$ cat src/rtl/zigzagu_stream.sv
// Zig-zag bit-plane address generator for bit-serial multiply.
// Define ZIGZAGU_SIGNED_EN to enable signed MSB-plane negation (o_neg).
module zigzagu_stream #(
  parameter int BWP = 4,
  parameter int BWT = 16
) (
  input  logic           clk,
  input  logic           rst_n,
  input  logic           clr,
  input  logic           start,
  input  logic [BWP-1:0] pw,
  input  logic [BWP-1:0] pd,
  input  logic [BWT-1:0] ntile,
  input  logic           sgnw,
  input  logic           sgnd,
  output logic           busy,
  output logic           done,
  output logic           cfg_err,
  output logic           o_valid,
  input  logic           o_ready,
  output logic [BWP-1:0] offw,
  output logic [BWP-1:0] offd,
  output logic           o_tfirst,
  output logic           o_first,
  output logic           o_dlast,
  output logic           o_tlast,
  output logic           o_last,
  output logic [BWT-1:0] o_tile,
  output logic           o_neg
);

  localparam int SW = BWP + 1;

  typedef enum logic {IDLE, RUN} state_t;

  state_t         state_q, state_d;
  logic [BWP-1:0] pw_q, pw_d, pd_q, pd_d;
  logic [BWT-1:0] nt_q, nt_d, t_q, t_d;
  logic           sw_q, sw_d, sd_q, sd_d;
  logic [SW-1:0]  s_q, s_d, s1, dm;
  logic [BWP-1:0] d_q, d_d, w_q, w_d;
  logic           done_q, done_d, err_q, err_d;
  logic [4:0]     fl_q, fl_d;
  logic           neg_q, neg_d;
  logic [SW-1:0]  smax_q, smax_d;
  logic           run_d;

  function automatic logic [SW-1:0] dmin_f(
    input logic [SW-1:0] s, input logic [BWP-1:0] p);
    logic [SW-1:0] px;
    px = {1'b0, p};
    return (s >= px) ? s - px + SW'(1) : '0;
  endfunction

  function automatic logic [SW-1:0] dmax_f(
    input logic [SW-1:0] s, input logic [BWP-1:0] p);
    logic [SW-1:0] pm;
    pm = {1'b0, p} - SW'(1);
    return (s < pm) ? s : pm;
  endfunction

  assign smax_q = {1'b0, pw_q} + {1'b0, pd_q} - SW'(2);

  always_comb begin
    state_d = state_q;
    pw_d = pw_q; pd_d = pd_q; nt_d = nt_q;
    sw_d = sw_q; sd_d = sd_q;
    s_d = s_q; d_d = d_q; w_d = w_q; t_d = t_q;
    done_d = 1'b0;
    err_d = 1'b0;
    s1 = s_q + SW'(1);
    dm = dmin_f(s1, pw_q);
    if (clr) begin
      state_d = IDLE;
      s_d = '0; d_d = '0; w_d = '0; t_d = '0;
    end else if (state_q == IDLE) begin
      if (start) begin
        if (pw == '0 || pd == '0 || ntile == '0) begin
          err_d = 1'b1;
        end else begin
          state_d = RUN;
          pw_d = pw; pd_d = pd; nt_d = ntile;
`ifdef ZIGZAGU_SIGNED_EN
          sw_d = sgnw; sd_d = sgnd;
`else
          sw_d = 1'b0; sd_d = 1'b0;
`endif
          s_d = '0; d_d = '0; w_d = '0; t_d = '0;
        end
      end
    end else if (o_ready) begin
      if ({1'b0, d_q} < dmax_f(s_q, pd_q)) begin
        d_d = d_q + BWP'(1);
        w_d = w_q - BWP'(1);
      end else if (s_q < smax_q) begin
        s_d = s1;
        d_d = dm[BWP-1:0];
        w_d = BWP'(s1 - dm);
      end else if (t_q < nt_q - BWT'(1)) begin
        t_d = t_q + BWT'(1);
        s_d = '0; d_d = '0; w_d = '0;
      end else begin
        state_d = IDLE;
        done_d = 1'b1;
        s_d = '0; d_d = '0; w_d = '0; t_d = '0;
      end
    end
    // Flags follow the term about to be presented; zero when idle.
    run_d = (state_d == RUN);
    smax_d = {1'b0, pw_d} + {1'b0, pd_d} - SW'(2);
    fl_d = '0;
    neg_d = 1'b0;
    if (run_d) begin
      fl_d = {s_d == '0,
              {1'b0, d_d} == dmin_f(s_d, pw_d),
              {1'b0, d_d} == dmax_f(s_d, pd_d),
              s_d == smax_d,
              (s_d == smax_d) && (t_d == nt_d - BWT'(1))};
      neg_d = (sw_d & (w_d == pw_d - BWP'(1)))
            ^ (sd_d & (d_d == pd_d - BWP'(1)));
    end
  end

`ifndef ZIGZAGU_SIGNED_EN
  logic unused_sgn;
  assign unused_sgn = sgnw ^ sgnd;
`endif

  always_ff @(posedge clk or negedge rst_n) begin
    if (!rst_n) begin
      state_q <= IDLE;
      pw_q <= '0; pd_q <= '0; nt_q <= '0;
      sw_q <= 1'b0; sd_q <= 1'b0;
      s_q <= '0; d_q <= '0; w_q <= '0; t_q <= '0;
      done_q <= 1'b0; err_q <= 1'b0;
      fl_q <= '0; neg_q <= 1'b0;
    end else begin
      state_q <= state_d;
      pw_q <= pw_d; pd_q <= pd_d; nt_q <= nt_d;
      sw_q <= sw_d; sd_q <= sd_d;
      s_q <= s_d; d_q <= d_d; w_q <= w_d; t_q <= t_d;
      done_q <= done_d; err_q <= err_d;
      fl_q <= fl_d; neg_q <= neg_d;
    end
  end

  assign busy     = (state_q == RUN);
  assign o_valid  = (state_q == RUN);
  assign done     = done_q;
  assign cfg_err  = err_q;
  assign offw     = w_q;
  assign offd     = d_q;
  assign o_tile   = t_q;
  assign o_tfirst = fl_q[4];
  assign o_first  = fl_q[3];
  assign o_dlast  = fl_q[2];
  assign o_tlast  = fl_q[1];
  assign o_last   = fl_q[0];
  assign o_neg    = neg_q;

endmodule

$ cat config.mk
export PLATFORM = sky130hd
export DESIGN_NAME = zigzagu_stream
export DESIGN_NICKNAME = d
export VERILOG_FILES = /design/src/rtl/zigzagu_stream.sv
export SDC_FILE = /design/constraint.sdc
export NUM_CORES = 1
export LEC_CHECK = 0
export ABC_CLOCK_PERIOD_IN_PS = 4900
export CORE_ASPECT_RATIO = 1.4
export CORE_MARGIN = 2
export CORE_UTILIZATION = 30
export CTS_CLUSTER_SIZE = 28
export DETAILED_ROUTE_END_ITERATION = 8
export SYNTH_ARGS = -nofsm -noshare
export SYNTH_HDL_FRONTEND = slang
export SYNTH_SLANG_ARGS = --single-unit
$ cat constraint.sdc
create_clock -name clk -period 4.9 [get_ports clk]
set_input_delay 0.98 -clock clk [delete_from_list [all_inputs] [get_ports clk]]
set_output_delay 0.98 -clock clk [all_outputs]
set_load 0.02 [all_outputs]
==> qor.json <==
{
  "numCtsBuffers": 9,
  "quantity_of_i_o_buffers_inserted_on_ports": 62,
  "status": "complete, no violations",
  "slack_of_the_critical_path_ps": 34.95,
  "cp_max_fo": 12,
  "min_delay_path_depth": 1,
  "synthMuxAreaShare_pct": 6.121,
  "synth_largest_type_area_fraction_pct": 24.41,
  "grt_start_max_net_pins": 35,
  "vdd_drop_max_mv": 0.1657,
  "worstReg2RegStart": "pd_q[1]$_DFF_PN0_",
  "detailroute.via_count": 6549,
  "first_global_vias": 6566,
  "global_route_usage_sum_pct": 19.89,
  "rsz_0062_raised_after_global_routing": "yes",
  "synth_sequential_area_ratio_pct": 24.41,
  "finalHoldViolations": 0,
  "max_slew_headroom_pct": 41.44,
  "initial_utilization_pct": 30.24,
  "place_hpwl_mm": 18.06,
  "ff2ff_setup_slack_ps": 30,
  "post_synth_xor_area_fraction_pct": 10.18,
  "fp.dieArea_um2": 23090,
  "drt_iter0_markers": 422,
  "achievable-frequency_ghz": 0.2055,
  "r2r_end": "fl_q[0]$_DFF_PN0_",
  "finalInstanceArea_um2": 8965,
  "synth-main-ff-cell": "sky130_fd_sc_hd__dfrtp_1",
  "worst_hold_slack_ps": 508.1,
  "initial_antenna_violation_count": 0,
  "final_layout_size_suffix_gt1_share_pct": 24.45,
  "floorplan.die.height_um": 179.0,
  "detailedRoute.firstPassIterationCount": 5,
  "synthMostInstantiatedCell": "sky130_fd_sc_hd__ha_1",
  "min_to": "sd_q$_DFF_PN0_",
  "synthAdderAreaFrac_pct": 15.10,
  "synth_area_um2": 6561,
  "diodes": 0,
  "synthArstFlopShare_pct": 100.0,
  "setup_tns_ps": 0,
  "worst_hold_path_type": "flip-flop to flip-flop",
  "reg2reg_depth": 20,
  "synthTopCellsByArea": "sky130_fd_sc_hd__dfrtp_1 (24%), sky130_fd_sc_hd__ha_1 (14%), sky130_fd_sc_hd__xnor2_1 (5.1%)",
  "cap_viol_max_count": 0,
  "cts_root_buffer": "sky130_fd_sc_hd__clkbuf_16",
  "critical_path_required_ps": 5150,
  "yosysUniqueCellTypes": 80,
  "ios": 65,
  "wire_per_inst_um": 18.14,
  "drt_wl_total_mm": 22.60,
  "maxSlewViolCount": 0,
  "clkSlewWorstSetupHoldPaths_ps": 60,
  "cts_sinks": 64,
  "floorplan_core_area_um2": 21700,
  "dieWidth_um": 129.0,
  "antenna_left": 0,
  "grt.overflow.total": 0,
  "clkLatencyLatePin_ps": 340,
  "synth_compound_area_share_pct": 16.40,
  "cts_tree": "done",
  "grt_first_pass_wirelength_mm": 35.15,
  "simple_gate_fraction_of_synth_area_pct": 22.06,
  "fin_crit_sh_pct": 99.29,
  "vias_per_cell": 5.256,
  "yosysWarningCount": 0,
  "skew_ps": 5.410,
  "placedInstanceArea_um2": 8399,
  "finalNetCount": 1052,
  "arrival_ps": 5120,
  "yosys.area.top_type": "sky130_fd_sc_hd__dfrtp_1",
  "remaining_design_rule_violation_count": 0,
  "criticalPathCategory": "flip-flop to flip-flop",
  "cts_max_path_buffers": 2,
  "synth_fp_nets": 869,
  "top_cell_types_by_occurrence_after_synthesis": "sky130_fd_sc_hd__ha_1 (72), sky130_fd_sc_hd__inv_1 (68), sky130_fd_sc_hd__nand2_1 (68)",
  "dominant_combinational_cell_family_by_area_after_synthesis": "simple AND/OR/NAND/NOR gates",
  "detailedPlace.worstSlack_ps": -288.0,
  "power_density_nw_per_um2": 315.3,
  "worst_pin_slew_ps": 871.0,
  "start_kind": "flip-flop",
  "std_cell_rows": 64,
  "setup_viol": 0,
  "cts_hold_repair.buffers": 0,
  "yosys_register_bits": 64,
  "final_core_util_pct": 41.31,
  "gp_routability_congestion": 0.9253,
  "syn2layout_area_growth_pct": 36.63,
  "gate_count_post_synth": 762,
  "hold_start": "sd_q$_DFF_PN0_",
  "static-leakage-power_uw": 0.004145,
  "critical_path.endpoint_type": "flip-flop",
  "h_tree_depth_reported_by_cts": 3,
  "fin_crit_ps": 4865,
  "syn-mean-instance-area_um2": 8.611,
  "edff_count_synth": 0
}
-- critical path, cell delays in order (launching register included) --
cell,delay [ps]
sky130_fd_sc_hd__dfrtp_1,390
sky130_fd_sc_hd__inv_2,70
sky130_fd_sc_hd__buf_4,130
sky130_fd_sc_hd__buf_4,120
sky130_fd_sc_hd__ha_1,260
sky130_fd_sc_hd__inv_1,40
sky130_fd_sc_hd__ha_1,210
sky130_fd_sc_hd__fa_1,480
sky130_fd_sc_hd__inv_1,40
sky130_fd_sc_hd__ha_1,330
sky130_fd_sc_hd__a21o_1,180
sky130_fd_sc_hd__a31oi_4,50
sky130_fd_sc_hd__o21a_1,230
sky130_fd_sc_hd__buf_4,200
sky130_fd_sc_hd__or4_4,550
sky130_fd_sc_hd__or4_4,550
sky130_fd_sc_hd__a31oi_4,210
sky130_fd_sc_hd__xnor2_1,110
sky130_fd_sc_hd__or3_1,340
sky130_fd_sc_hd__o21ai_0,90
sky130_fd_sc_hd__nor4b_2,210
-- placed cells by master (no fill, tap or decap), types with 18 or more instances in the layout --
master,instances
sky130_fd_sc_hd__a21oi_1,30
sky130_fd_sc_hd__xnor2_1,36
sky130_fd_sc_hd__nor2_1,36
sky130_fd_sc_hd__xor2_1,32
sky130_fd_sc_hd__ha_1,63
sky130_fd_sc_hd__nand2_1,66
sky130_fd_sc_hd__buf_4,129
sky130_fd_sc_hd__nand3_1,39
sky130_fd_sc_hd__inv_1,63
sky130_fd_sc_hd__dfrtp_1,63
sky130_fd_sc_hd__nor3_1,19
sky130_fd_sc_hd__nor4_1,18
sky130_fd_sc_hd__mux2i_1,23
sky130_fd_sc_hd__clkdlybuf4s50_1,61
-- layout make-up --
cell class | instances | area (um^2)
Sequential cell | 64 | 1603
Clock buffer | 11 | 232.7
Fill cell | 2188 | 12740
Timing Repair Buffer | 192 | 1595
Multi-Input combinational cell | 610 | 4885
Tap cell | 297 | 371.6
Inverter | 68 | 255.2
Clock inverter | 4 | 22.52
-- per-layer routing --
| layer | GRT usage, % | vias to the layer above | wire, um |
|---|---|---|---|
| li1 | - | 3141 | - |
| met1 | 21.66 | 3181 | 8697 |
| met2 | 37.52 | 177 | 12260 |
| met3 | 2.029 | 50 | 650 |
| met4 | 10.46 | 0 | 998 |
| met5 | 0 | - | 0 |
-- cells by family after synthesis --
family | after synthesis
xor gates and xnor gates | 73
buffers and inverters | 89
muxes | 37
adders and majority gates | 77
DFF | 64
AOI/OAI and AO/OA | 150
and+or+nand+nor | 272
-- per-stage QoR --
stage               std cells  power [uW]
floorplan                 762        1582
global placement         1220        2116
detailed placement       1220        2138
CTS                      1241        2775
global route             1246        3029
finish                   1246        2827
-- sequential cells by signal (all words and copies together), names as in the netlist, 4 cells and up --
name / flops
fl_q: 5
nt_q: 16
o_tile: 16
offd: 4
offw: 4
pd_q: 4
pw_q: 4
s_q: 5
-- worst max path at each step --
stage                                 start                 to  slack (ps)  cells past startpoint
after CTS                 pd_q[1]$_DFF_PN0_  fl_q[2]$_DFF_PN0_           7                     26
after detailed placement              start  fl_q[2]$_DFF_PN0_        -290                     18
after global routing      pd_q[1]$_DFF_PN0_  fl_q[3]$_DFF_PN0_        -240                     26
after global placement    pd_q[1]$_DFF_PN0_  fl_q[2]$_DFF_PN0_        -270                     25
after floorplan           pd_q[0]$_DFF_PN0_  fl_q[3]$_DFF_PN0_         -20                     28
final                     pd_q[1]$_DFF_PN0_  fl_q[0]$_DFF_PN0_          30                     20
-- power by group --
part / leakage (uW) / switching (uW) / internal (uW)
Sequential: 0.000837 / 76.2 / 586
Combinational: 0.00318 / 834 / 744
Clock: 0.000125 / 249 / 337
-- what timing repair did --
item	in CTS	in global routing
pin swaps	20	24
setup buffers	6	5
endpoints found under the setup margin	2	3
cloned	0	1
resized for setup	18	23
(Power assumes the default switching activity.)
